<file path="src/rtl/fpu_div_issue_pkg.sv">
// Shared FP types and the issue-adapter FSM state encoding.
package fpu_div_issue_pkg;

    typedef logic [15:0] fp16_t;
    typedef logic [31:0] fp32_t;

    // Opaque condition codes as produced by fpuDiv.
    typedef logic [3:0] condCode_t;

    // Status flags as produced by fpuDiv, one bit per exception class.
    typedef logic [4:0] opStatusFlag_t;

    typedef enum logic [1:0] {
        IDLE,
        ISSUE,
        WAIT
    } divIssueState_t;

endpackage

</file>
<file path="src/rtl/fpu_operand_fifo.sv">
// Operand-pair FIFO: DEPTH entries (power of two), pointers wrap naturally.
// The head pair stays put until pop_i, so it can feed the divider directly.
module fpu_operand_fifo
    import fpu_div_issue_pkg::*;
#(
    parameter type         FP_T  = fp16_t,
    parameter int unsigned DEPTH = 4
) (
    input  logic                    clk_i,
    input  logic                    rst_ni,
    input  logic                    push_i,
    input  logic                    pop_i,
    input  FP_T                     a_i,
    input  FP_T                     b_i,
    output FP_T                     head_a_o,
    output FP_T                     head_b_o,
    output logic                    full_o,
    output logic                    empty_o,
    output logic [$clog2(DEPTH):0]  count_o
);

    localparam int unsigned PtrW = $clog2(DEPTH);
    localparam int unsigned CntW = PtrW + 1;

    FP_T             mem_a_q [DEPTH];
    FP_T             mem_b_q [DEPTH];
    logic [PtrW-1:0] wr_ptr_q, wr_ptr_d;
    logic [PtrW-1:0] rd_ptr_q, rd_ptr_d;
    logic [CntW-1:0] count_q, count_d;
    logic            push_ok;
    logic            pop_ok;

    assign full_o   = (count_q == CntW'(DEPTH));
    assign empty_o  = (count_q == '0);
    assign count_o  = count_q;
    assign head_a_o = mem_a_q[rd_ptr_q];
    assign head_b_o = mem_b_q[rd_ptr_q];
    assign push_ok  = push_i && !full_o;
    assign pop_ok   = pop_i && !empty_o;

    // Pointer and occupancy next state; simultaneous push/pop keeps the count.
    always_comb begin
        wr_ptr_d = wr_ptr_q;
        rd_ptr_d = rd_ptr_q;
        count_d  = count_q;
        if (push_ok) wr_ptr_d = wr_ptr_q + PtrW'(1);
        if (pop_ok)  rd_ptr_d = rd_ptr_q + PtrW'(1);
        case ({push_ok, pop_ok})
            2'b10:   count_d = count_q + CntW'(1);
            2'b01:   count_d = count_q - CntW'(1);
            default: ;
        endcase
    end

    // Pointer and occupancy registers.
    always_ff @(posedge clk_i or negedge rst_ni) begin
        if (!rst_ni) begin
            wr_ptr_q <= '0;
            rd_ptr_q <= '0;
            count_q  <= '0;
        end else begin
            wr_ptr_q <= wr_ptr_d;
            rd_ptr_q <= rd_ptr_d;
            count_q  <= count_d;
        end
    end

    // Storage array; contents need no reset since occupancy gates their use.
    always_ff @(posedge clk_i) begin
        if (push_ok) begin
            mem_a_q[wr_ptr_q] <= a_i;
            mem_b_q[wr_ptr_q] <= b_i;
        end
    end

endmodule

</file>
<file path="src/rtl/fpu_div_issue.sv">
// Operand queue + start/done handshake adapter around an external fpuDiv.
// Optional feature macro: FPU_DIV_STICKY_FLAGS_EN adds stickyClr/stickyFlags,
// an accumulating OR of every captured status flag set.
module fpu_div_issue
    import fpu_div_issue_pkg::*;
#(
    parameter type         FP_T  = fp16_t,
    parameter int unsigned DEPTH = 4
) (
    input  logic                   clock,
    input  logic                   reset,
    input  logic                   inValid,
    output logic                   inReady,
    input  FP_T                    inA,
    input  FP_T                    inB,
    output logic                   divStart,
    output FP_T                    divIn1,
    output FP_T                    divIn2,
    input  logic                   divDone,
    input  FP_T                    divOut,
    input  condCode_t              divCond,
    input  opStatusFlag_t          divFlags,
    output logic                   outValid,
    input  logic                   outReady,
    output FP_T                    outRes,
    output condCode_t              outCond,
    output opStatusFlag_t          outFlags,
`ifdef FPU_DIV_STICKY_FLAGS_EN
    input  logic                   stickyClr,
    output opStatusFlag_t          stickyFlags,
`endif
    output logic [$clog2(DEPTH):0] occupancy
);

    divIssueState_t state_q, state_d;
    logic           fifo_full;
    logic           fifo_empty;
    logic           push;
    logic           capture;
    logic           slot_free;

    logic           out_valid_q, out_valid_d;
    FP_T            out_res_q, out_res_d;
    condCode_t      out_cond_q, out_cond_d;
    opStatusFlag_t  out_flags_q, out_flags_d;

    assign inReady   = !fifo_full;
    assign push      = inValid && inReady;
    // divDone only counts while waiting; stale pulses after a reset are dropped.
    assign capture   = (state_q == WAIT) && divDone;
    assign slot_free = !out_valid_q || outReady;

    fpu_operand_fifo #(
        .FP_T  (FP_T),
        .DEPTH (DEPTH)
    ) u_fifo (
        .clk_i    (clock),
        .rst_ni   (reset),
        .push_i   (push),
        .pop_i    (capture),
        .a_i      (inA),
        .b_i      (inB),
        .head_a_o (divIn1),
        .head_b_o (divIn2),
        .full_o   (fifo_full),
        .empty_o  (fifo_empty),
        .count_o  (occupancy)
    );

    // FSM state register.
    always_ff @(posedge clock or negedge reset) begin
        if (!reset) state_q <= IDLE;
        else        state_q <= state_d;
    end

    // FSM next state: issue only when the result slot can take the answer.
    always_comb begin
        state_d = state_q;
        case (state_q)
            IDLE:    if (!fifo_empty && slot_free) state_d = ISSUE;
            ISSUE:   state_d = WAIT;
            WAIT:    if (divDone) state_d = IDLE;
            default: state_d = IDLE;
        endcase
    end

    // FSM outputs: one-cycle start pulse.
    always_comb begin
        divStart = (state_q == ISSUE);
    end

    // Result slot next state; a capture overrides a same-cycle acceptance.
    always_comb begin
        out_valid_d = out_valid_q;
        out_res_d   = out_res_q;
        out_cond_d  = out_cond_q;
        out_flags_d = out_flags_q;
        if (capture) begin
            out_valid_d = 1'b1;
            out_res_d   = divOut;
            out_cond_d  = divCond;
            out_flags_d = divFlags;
        end else if (out_valid_q && outReady) begin
            out_valid_d = 1'b0;
        end
    end

    // Result slot registers.
    always_ff @(posedge clock or negedge reset) begin
        if (!reset) begin
            out_valid_q <= 1'b0;
            out_res_q   <= '0;
            out_cond_q  <= '0;
            out_flags_q <= '0;
        end else begin
            out_valid_q <= out_valid_d;
            out_res_q   <= out_res_d;
            out_cond_q  <= out_cond_d;
            out_flags_q <= out_flags_d;
        end
    end

    assign outValid = out_valid_q;
    assign outRes   = out_res_q;
    assign outCond  = out_cond_q;
    assign outFlags = out_flags_q;

`ifdef FPU_DIV_STICKY_FLAGS_EN
    opStatusFlag_t sticky_q, sticky_d;

    // Clear wins over accumulation; a coincident capture seeds the fresh value.
    always_comb begin
        sticky_d = sticky_q;
        if (stickyClr)    sticky_d = capture ? divFlags : '0;
        else if (capture) sticky_d = sticky_q | divFlags;
    end

    // Sticky flag register.
    always_ff @(posedge clock or negedge reset) begin
        if (!reset) sticky_q <= '0;
        else        sticky_q <= sticky_d;
    end

    assign stickyFlags = sticky_q;
`endif

endmodule

</file>
<file path="config.mk">
export PLATFORM = sky130hd
export DESIGN_NAME = fpu_div_issue
export DESIGN_NICKNAME = d
export VERILOG_FILES = /design/src/rtl/fpu_div_issue_pkg.sv /design/src/rtl/fpu_operand_fifo.sv /design/src/rtl/fpu_div_issue.sv
export SDC_FILE = /design/constraint.sdc
export NUM_CORES = 1
export LEC_CHECK = 0
export ABC_AREA = 1
export BUFFER_PORTS_ARGS = -buffer_cell sky130_fd_sc_hd__buf_4
export CAP_MARGIN = 5
export CORE_MARGIN = 5
export CORE_UTILIZATION = 50
export CTS_BUF_LIST = sky130_fd_sc_hd__clkbuf_4 sky130_fd_sc_hd__clkbuf_8
export CTS_CLUSTER_DIAMETER = 50
export DETAILED_ROUTE_END_ITERATION = 8
export GPL_TIMING_DRIVEN = 0
export PLACE_DENSITY = 0.73
export SYNTH_ARGS = -nofsm -noshare
export SYNTH_HDL_FRONTEND = slang
export SYNTH_SLANG_ARGS = --single-unit
</file>
<file path="constraint.sdc">
create_clock -name clock -period 5.3 [get_ports clock]
set_clock_uncertainty 0.15 [all_clocks]
set_input_delay 0.53 -clock clock [delete_from_list [all_inputs] [get_ports clock]]
set_output_delay 0.53 -clock clock [all_outputs]
set_load 0.01 [all_outputs]
</file>
==> results of run 1 <==
-- report_power, final --
part	leakage (nW)	internal [mW]	switching (mW)	total [mW]
logic	1.79	0.759	1.07	1.83
clock network	0.182	0.418	0.425	0.843
registers	1.61	1.72	0.119	1.84
total	3.58	2.89	1.62	4.51
-- worst max-delay path by stage --
stage | from | endpoint | cells past startpoint
2_1_floorplan | u_fifo.count_o[0] | u_fifo.mem_a_q[0][0] | 4
3_3_place_gp | u_fifo.count_o[1] | u_fifo.mem_b_q[0][2] | 4
3_5_place_dp | u_fifo.count_o[0] | u_fifo.count_o[2] | 10
4_1_cts | u_fifo.rd_ptr_q[1] | divIn2[4] | 5
5_1_grt | u_fifo.rd_ptr_q[1] | divIn1[8] | 5
6_report | u_fifo.rd_ptr_q[1] | divIn2[12] | 5
-- metrics by stage --
step | util [%] | total power, mW | hold WS, ns | setup WS (ns)
6_report | 63.0 | 4.51 | 0.122 | 2.85
5_1_grt | 63.0 | 4.81 | 0.0787 | 2.65
4_1_cts | 63.0 | 4.57 | 0.0875 | 2.80
3_5_place_dp | 60.1 | 3.72 | 0.312 | 2.96
3_3_place_gp | 59.2 | 3.61 | 0.308 | 1.48
2_1_floorplan | - | 2.85 | 0.0844 | 2.49
-- worst max-delay path, cell delays in order, from the launching register on --
cell	delay [ns]
dfrtp_1	0.40
buf_1	0.43
nor2_1	0.12
o21ai_0	0.11
nand2_1	0.11
buf_4	0.16
-- state kept, by name, indices dropped and copies added (netlist names) --
name             flops
outCond              4
outFlags             5
outRes              16
outValid             1
state_q              2
u_fifo.count_o       3
u_fifo.mem_a_q      64
u_fifo.mem_b_q      64
u_fifo.rd_ptr_q      2
u_fifo.wr_ptr_q      2
-- layout by cell type, fill, tap and decap left out, types with 3 or more instances in the layout --
master	n
dfrtp_1	35
nand2_1	158
edfxtp_1	128
nand3_1	7
nor2_4	4
buf_6	4
buf_4	131
o21ai_0	34
ha_1	5
buf_2	7
clkinv_1	4
o211ai_2	20
clkinv_2	4
inv_1	49
nor2_1	66
buf_1	3
o211ai_1	12
clkinvlp_4	3
clkbuf_8	17
clkbuf_1	3
-- final cells by class --
type | instances | area, um2 | share of cell area (%)
Timing Repair Buffer | 129 | 1040 | 12.5
Buffer | 26 | 185 | 2.24
Sequential cell | 163 | 4720 | 57.0
Tap cell | 176 | 220 | 2.66
Multi-Input combinational cell | 313 | 1560 | 18.8
Inverter | 51 | 194 | 2.34
Clock inverter | 13 | 118 | 1.42
Clock buffer | 19 | 249 | 3.01
-- what timing repair did --
action                                  in CTS  in global routing
endpoints found under the hold margin       35                  0
hold buffers                                 1                  0
endpoints found under the setup margin       0                  0
-- routing by layer --
| metal | global-route usage (%) | up-vias | wire length [um] |
|---|---|---|---|
| met5 | 0 | - | 0 |
| li1 | - | 2139 | - |
| met3 | 7.51 | 21 | 1340 |
| met4 | 6.25 | 0 | 260 |
| met1 | 22.9 | 2082 | 5690 |
| met2 | 31.0 | 181 | 6880 |
-- logic make-up after synthesis --
group / synth area share (%)
flops: 71.2
fa+ha+maj: 1.25
compound gates: 7.82
buf+inv: 5.72
simple gates: 13.8
xor+xnor: 0.132
==> results.ini, run 1 <==
[synthesis]
syn_inst=553
seq_area_frac_synth_pct=71.2
syn-cell-area_um2=6630
async_flop_share_pct=21.5
synth_common_cells=158 x nand2_1, 128 x edfxtp_1, 70 x nor2_1
yosys_most_used_dff=edfxtp_1
syn-num-nets=621
avgSynthCellArea_um2=12.0
synth.area.top_cells=edfxtp_1 58%, dfrtp_1 13%, nand2_1 9.0%
synth_cell_type_count=25
synth_seq_cells=163
yosys.area.top_type=edfxtp_1
synth_top_cell_area_share_pct=58.0
yosysWarnings=0
yosysMostFrequentCell=nand2_1
synth-edff-count=128

[sta]
tightest_slew_ns=0.603
final.setup.tns_ns=0
min_period_ns=2.45
maxSlewHeadroom_pct=59.7
finalSetupViolCount=0
finalCritPeriodShare_pct=46.2
fmax_mhz=408
hold_viol=0
rsz0062_at_grt=false
slew_viol_final=0

[clock_network]
cts_resized=0
insertion_delay_ns=0.44
clkSlewWorstSetupHoldPaths_ns=0.08
post_cts_buffers=0
cts_root_buffer=clkbuf_8
cts_buffers=17
htreeDepth=4
cts_tree=built
clock_sinks=163
cts_max_path_buffers=2

[drt]
vias=4423
drt_iter0_drc=353
detail-route-antenna-nets=0
drt_drc_violations_left=0
drt-total-wl_um=14200
vias_per_cell=4.97
drtPass1Iterations=4
wl_per_cell_um=15.9

[finish]
layout-drive-gt1-share_pct=28.6
area_growth_pct=24.9
fin_area_um2=8280
fin_nets=769
antenna_cells=0
fill_cells=1050
stdcell_count=890

[power]
power_density_nw_per_um2=545
peakVddDrop_v=0.000253
p_leak_nw=3.58

[floorplan]
pin_count=125
start_util_pct=50.4
fp-row-count=42
fp.dieH_um=125
dieWidth_um=125
die_area_um2=15700
core_um2=13100

[min_path]
min-delay-start=divDone
whs_path_depth=2
hold_end=state_q[1]
hold_path.class=in -> reg

[global_route]
grt_pass1_wl_um=23200
track_usage_pct=18.9
grt_overflow=0
grt_max_degree=36
grt_pass1_vias=4656
antenna_found_initial=0

[flow_run]
drv_cap=0

[place]
dpl_cell_area_um2=7900
place_inst=857
port_buffers=124
gp_congestion=0.759
dp_hpwl_um=9620

[setup_path]
critPathMaxFanout=10
start_kind=register
r2r-end=u_fifo.count_o[2]
worst-r2r-cell-count=10
crit_path_end_kind=output port
worst-setup-path-type=reg -> out
reg2reg_from=u_fifo.count_o[1]
worstPathArrival_ns=1.77
r2r_slack_ns=2.95
required_ns=4.62

[status]
status=finished, final reports clean

No activity file was read; power rests on OpenSTA's default activity.
==> run 2: changes to the inputs <==
- ABC_AREA: 1 -> 0
- PLACE_DENSITY: 0.73 -> 0.74
- clock period: 5.3 -> 2.4 ns (I/O delays scaled with it)
==> results.ini, run 2 <==
[status]
status=finished, final reports clean

[power]
peakVddDrop_v=0.000598  ; +140%
p_int_mw=6.91  ; +140%
clkPwrFrac_pct=23.1  ; +4.4 points
p_sw_share_pct=29.1  ; -6.7 points
p_seq_share_pct=42.2  ; +1.5 points
p_comb_share_pct=34.7  ; -5.9 points
p_leak_nw=3.18  ; -11%
power_density_nw_per_um2=1180  ; +120%
p_sw_mw=2.84  ; +76%

[clock_network]
cts_root_buffer=clkbuf_8
clock_sinks=163  ; unchanged
cts_max_path_buffers=2  ; unchanged
clkSlewWorstSetupHoldPaths_ns=0.08  ; about the same
htreeDepth=4  ; unchanged
post_cts_buffers=0  ; unchanged
cts_tree=built
cts_buffers=17  ; unchanged
insertion_delay_ns=0.45  ; about the same

[finish]
final_cell_mix=128 x buf_4, 128 x edfxtp_1, 60 x dlygate4sd3_1
fill_cells=751  ; -28%
fin_area_um2=8270  ; -0.11%
regArea_um2=4720  ; about the same
antenna_cells=0  ; unchanged
layout-drive-gt1-share_pct=48.0  ; +19 points
area_growth_pct=35.9
fin_nets=540  ; -30%
multiInputGateArea_um2=1270  ; -18%

[setup_path]
r2r-end=u_fifo.count_o[2]
required_ns=2.63  ; -1.99 ns
crit_path_end_kind=register
critPathMaxFanout=6  ; -4
reg2reg_from=u_fifo.count_o[1]
worst-setup-path-type=reg -> reg
r2r_slack_ns=0.04  ; -2.91 ns
worst-r2r-cell-count=9  ; -1
worstPathArrival_ns=2.59  ; +0.82 ns
start_kind=register

[floorplan]
fp-row-count=40  ; -4.8%
pin_count=125  ; unchanged
core_um2=12000  ; -9.0%
fp.dieH_um=120  ; -3.8%
dieWidth_um=120  ; -3.8%
start_util_pct=50.9  ; +0.43 points
die_area_um2=14500  ; -7.5%

[synthesis]
synth.area.top_cells=edfxtp_1 63%, dfrtp_1 14%, mux4_2 12%
synth_seq_cells=163  ; unchanged
yosysWarnings=0  ; unchanged
syn-cell-area_um2=6080  ; -8.2%
avgSynthCellArea_um2=22.6  ; +89%
syn-num-nets=337  ; -46%
yosysMostFrequentCell=edfxtp_1
async_flop_share_pct=21.5  ; unchanged
yosys.area.top_type=edfxtp_1
seq_area_frac_synth_pct=77.6  ; +6.3 points
synth_common_cells=128 x edfxtp_1, 35 x dfrtp_1, 32 x mux4_2
synth-edff-count=128  ; unchanged
synth_top_cell_area_share_pct=63.2  ; +5.2 points
synth_cell_type_count=25  ; unchanged
syn_inst=269  ; -51%
yosys_most_used_dff=edfxtp_1

[place]
dpl_worst_slack_ns=0.0458  ; -2.92 ns
dp_hpwl_um=7280  ; -24%
dpl_cell_area_um2=7200  ; -8.9%
gp_congestion=0.747  ; -1.5%
port_buffers=124  ; unchanged

[sta]
finalSetupViolCount=0  ; unchanged
rsz0062_at_grt=true
slew_viol_final=0  ; unchanged
maxSlewHeadroom_pct=41.7  ; -18 points
min_period_ns=2.36
finalWorstSetupSlack_ns=0.0388  ; -2.81 ns
hold_slack_ns=0.0759  ; -0.0464 ns
finalCritPeriodShare_pct=98.4
tightest_slew_ns=0.875  ; +0.273 ns
hold_viol=0  ; unchanged
fmax_mhz=424

[min_path]
whs_path_depth=3  ; +1
min-delay-start=divDone
hold_end=state_q[1]
hold_path.class=in -> reg

[global_route]
grt_pass1_wl_um=19500  ; -16%
grt_pass1_vias=3672  ; -21%
track_usage_pct=18.0  ; -0.88 points
antenna_found_initial=0  ; unchanged
grt_max_degree=36  ; unchanged
grt_overflow=0  ; unchanged

[drt]
drt_iter0_drc=226  ; -36%
drt_drc_violations_left=0  ; unchanged
vias_per_cell=5.14  ; +3.4%
vias=3248  ; -27%
drt-total-wl_um=11900  ; -16%
wl_per_cell_um=18.8  ; +18%
detail-route-antenna-nets=0  ; unchanged
drtPass1Iterations=4  ; unchanged

[flow_run]
drv_cap=0  ; unchanged

-- run 2: cell types whose count changed after synthesis, moves of 7 or more --
cell | before | now
inv_1 | 49 | 8
mux2_2 | 0 | 25
mux4_2 | 0 | 32
nand2_1 | 158 | 0
nand3_1 | 7 | 0
nor2_1 | 70 | 2
o211ai_1 | 12 | 0
o211ai_2 | 20 | 0
o21ai_0 | 34 | 1
-- run 2: logic make-up (layout without fill, tap and decap cells) --
| logic type | after synthesis | in the layout | synth area share [%] |
|---|---|---|---|
| AO/OA/AOI/OAI | 2 | 2 | 0.226 |
| XOR/XNOR | 6 | 6 | 0.864 |
| adder cells (fa/ha/maj) | 6 | 6 | 1.36 |
| buffers and inverters | 19 | 235 | 1.48 |
| flip-flops | 163 | 163 | 77.6 |
| multiplexers | 59 | 59 | 16.9 |
| AND/OR/NAND/NOR | 14 | 14 | 1.60 |
-- run 2: what timing repair did --
action,in CTS,in global routing
cloned,0,0
gates resized for setup,4,0
hold endpoints to repair,191,0
hold buffers,60,0
setup endpoints to repair,20,29
pin swaps,0,1
-- run 2: worst max-delay path, cell delays in order (launching register included) --
cell	delay, ns
dfrtp_1	0.42
or3b_4	0.44
and2_4	0.19
inv_1	0.06
ha_1	0.17
inv_1	0.06
fa_1	0.37
xor2_1	0.15
nor2_1	0.12
xor2_1	0.16
-- run 2: cell type report --
class                           instances  share of cell area, %
Inverter                                8                  0.363
Multi-Input combinational cell         87                   15.4
Tap cell                              147                   2.22
Sequential cell                       163                   57.1
Clock buffer                           17                   2.83
Buffer                                 11                  0.787
Clock inverter                         15                   2.78
Timing Repair Buffer                  184                   18.5
-- run 2: power groups by stage --
stage               sequential (mW)  clock [mW]  combinational [mW]
floorplan                      4.22           0                1.80
global placement               4.12           0                3.33
detailed placement             4.17           0                3.38
CTS                            4.12        2.31                3.47
global route                   4.20        2.44                3.68
finish                         4.12        2.25                3.38
-- run 2: how the worst max path moves through the flow --
stage | start | end | slack (ns) | cells after the start
2_1_floorplan | u_fifo.count_o[0] | u_fifo.count_o[2] | 0.11 | 9
3_3_place_gp | u_fifo.count_o[0] | u_fifo.count_o[2] | 0.08 | 9
3_5_place_dp | u_fifo.count_o[0] | u_fifo.count_o[2] | 0.05 | 9
4_1_cts | u_fifo.count_o[0] | u_fifo.count_o[2] | 0.01 | 9
5_1_grt | u_fifo.rd_ptr_q[0] | divIn1[11] | -0.06 | 4
6_report | u_fifo.count_o[1] | u_fifo.count_o[2] | 0.04 | 9
-- run 2: per-stage QoR --
step | power, mW | util (%) | setup TNS, ns | instances
after CTS | 9.89 | 69.1 | 0 | 632
after floorplan | 6.01 | - | 0 | 269
final | 9.75 | 69.1 | 0 | 632
after global placement | 7.45 | 60.2 | 0 | 540
after global routing | 10.3 | 69.1 | -1.01 | 632
after detailed placement | 7.55 | 60.2 | 0 | 540
-- run 2: metal layers --
metal | vias up | GRT usage (%) | routed length (um)
met5 | - | 0 | 0
met3 | 14 | 7.30 | 1090
met4 | 0 | 6.16 | 171
met1 | 1629 | 22.3 | 4830
met2 | 127 | 28.9 | 5820
li1 | 1478 | - | -
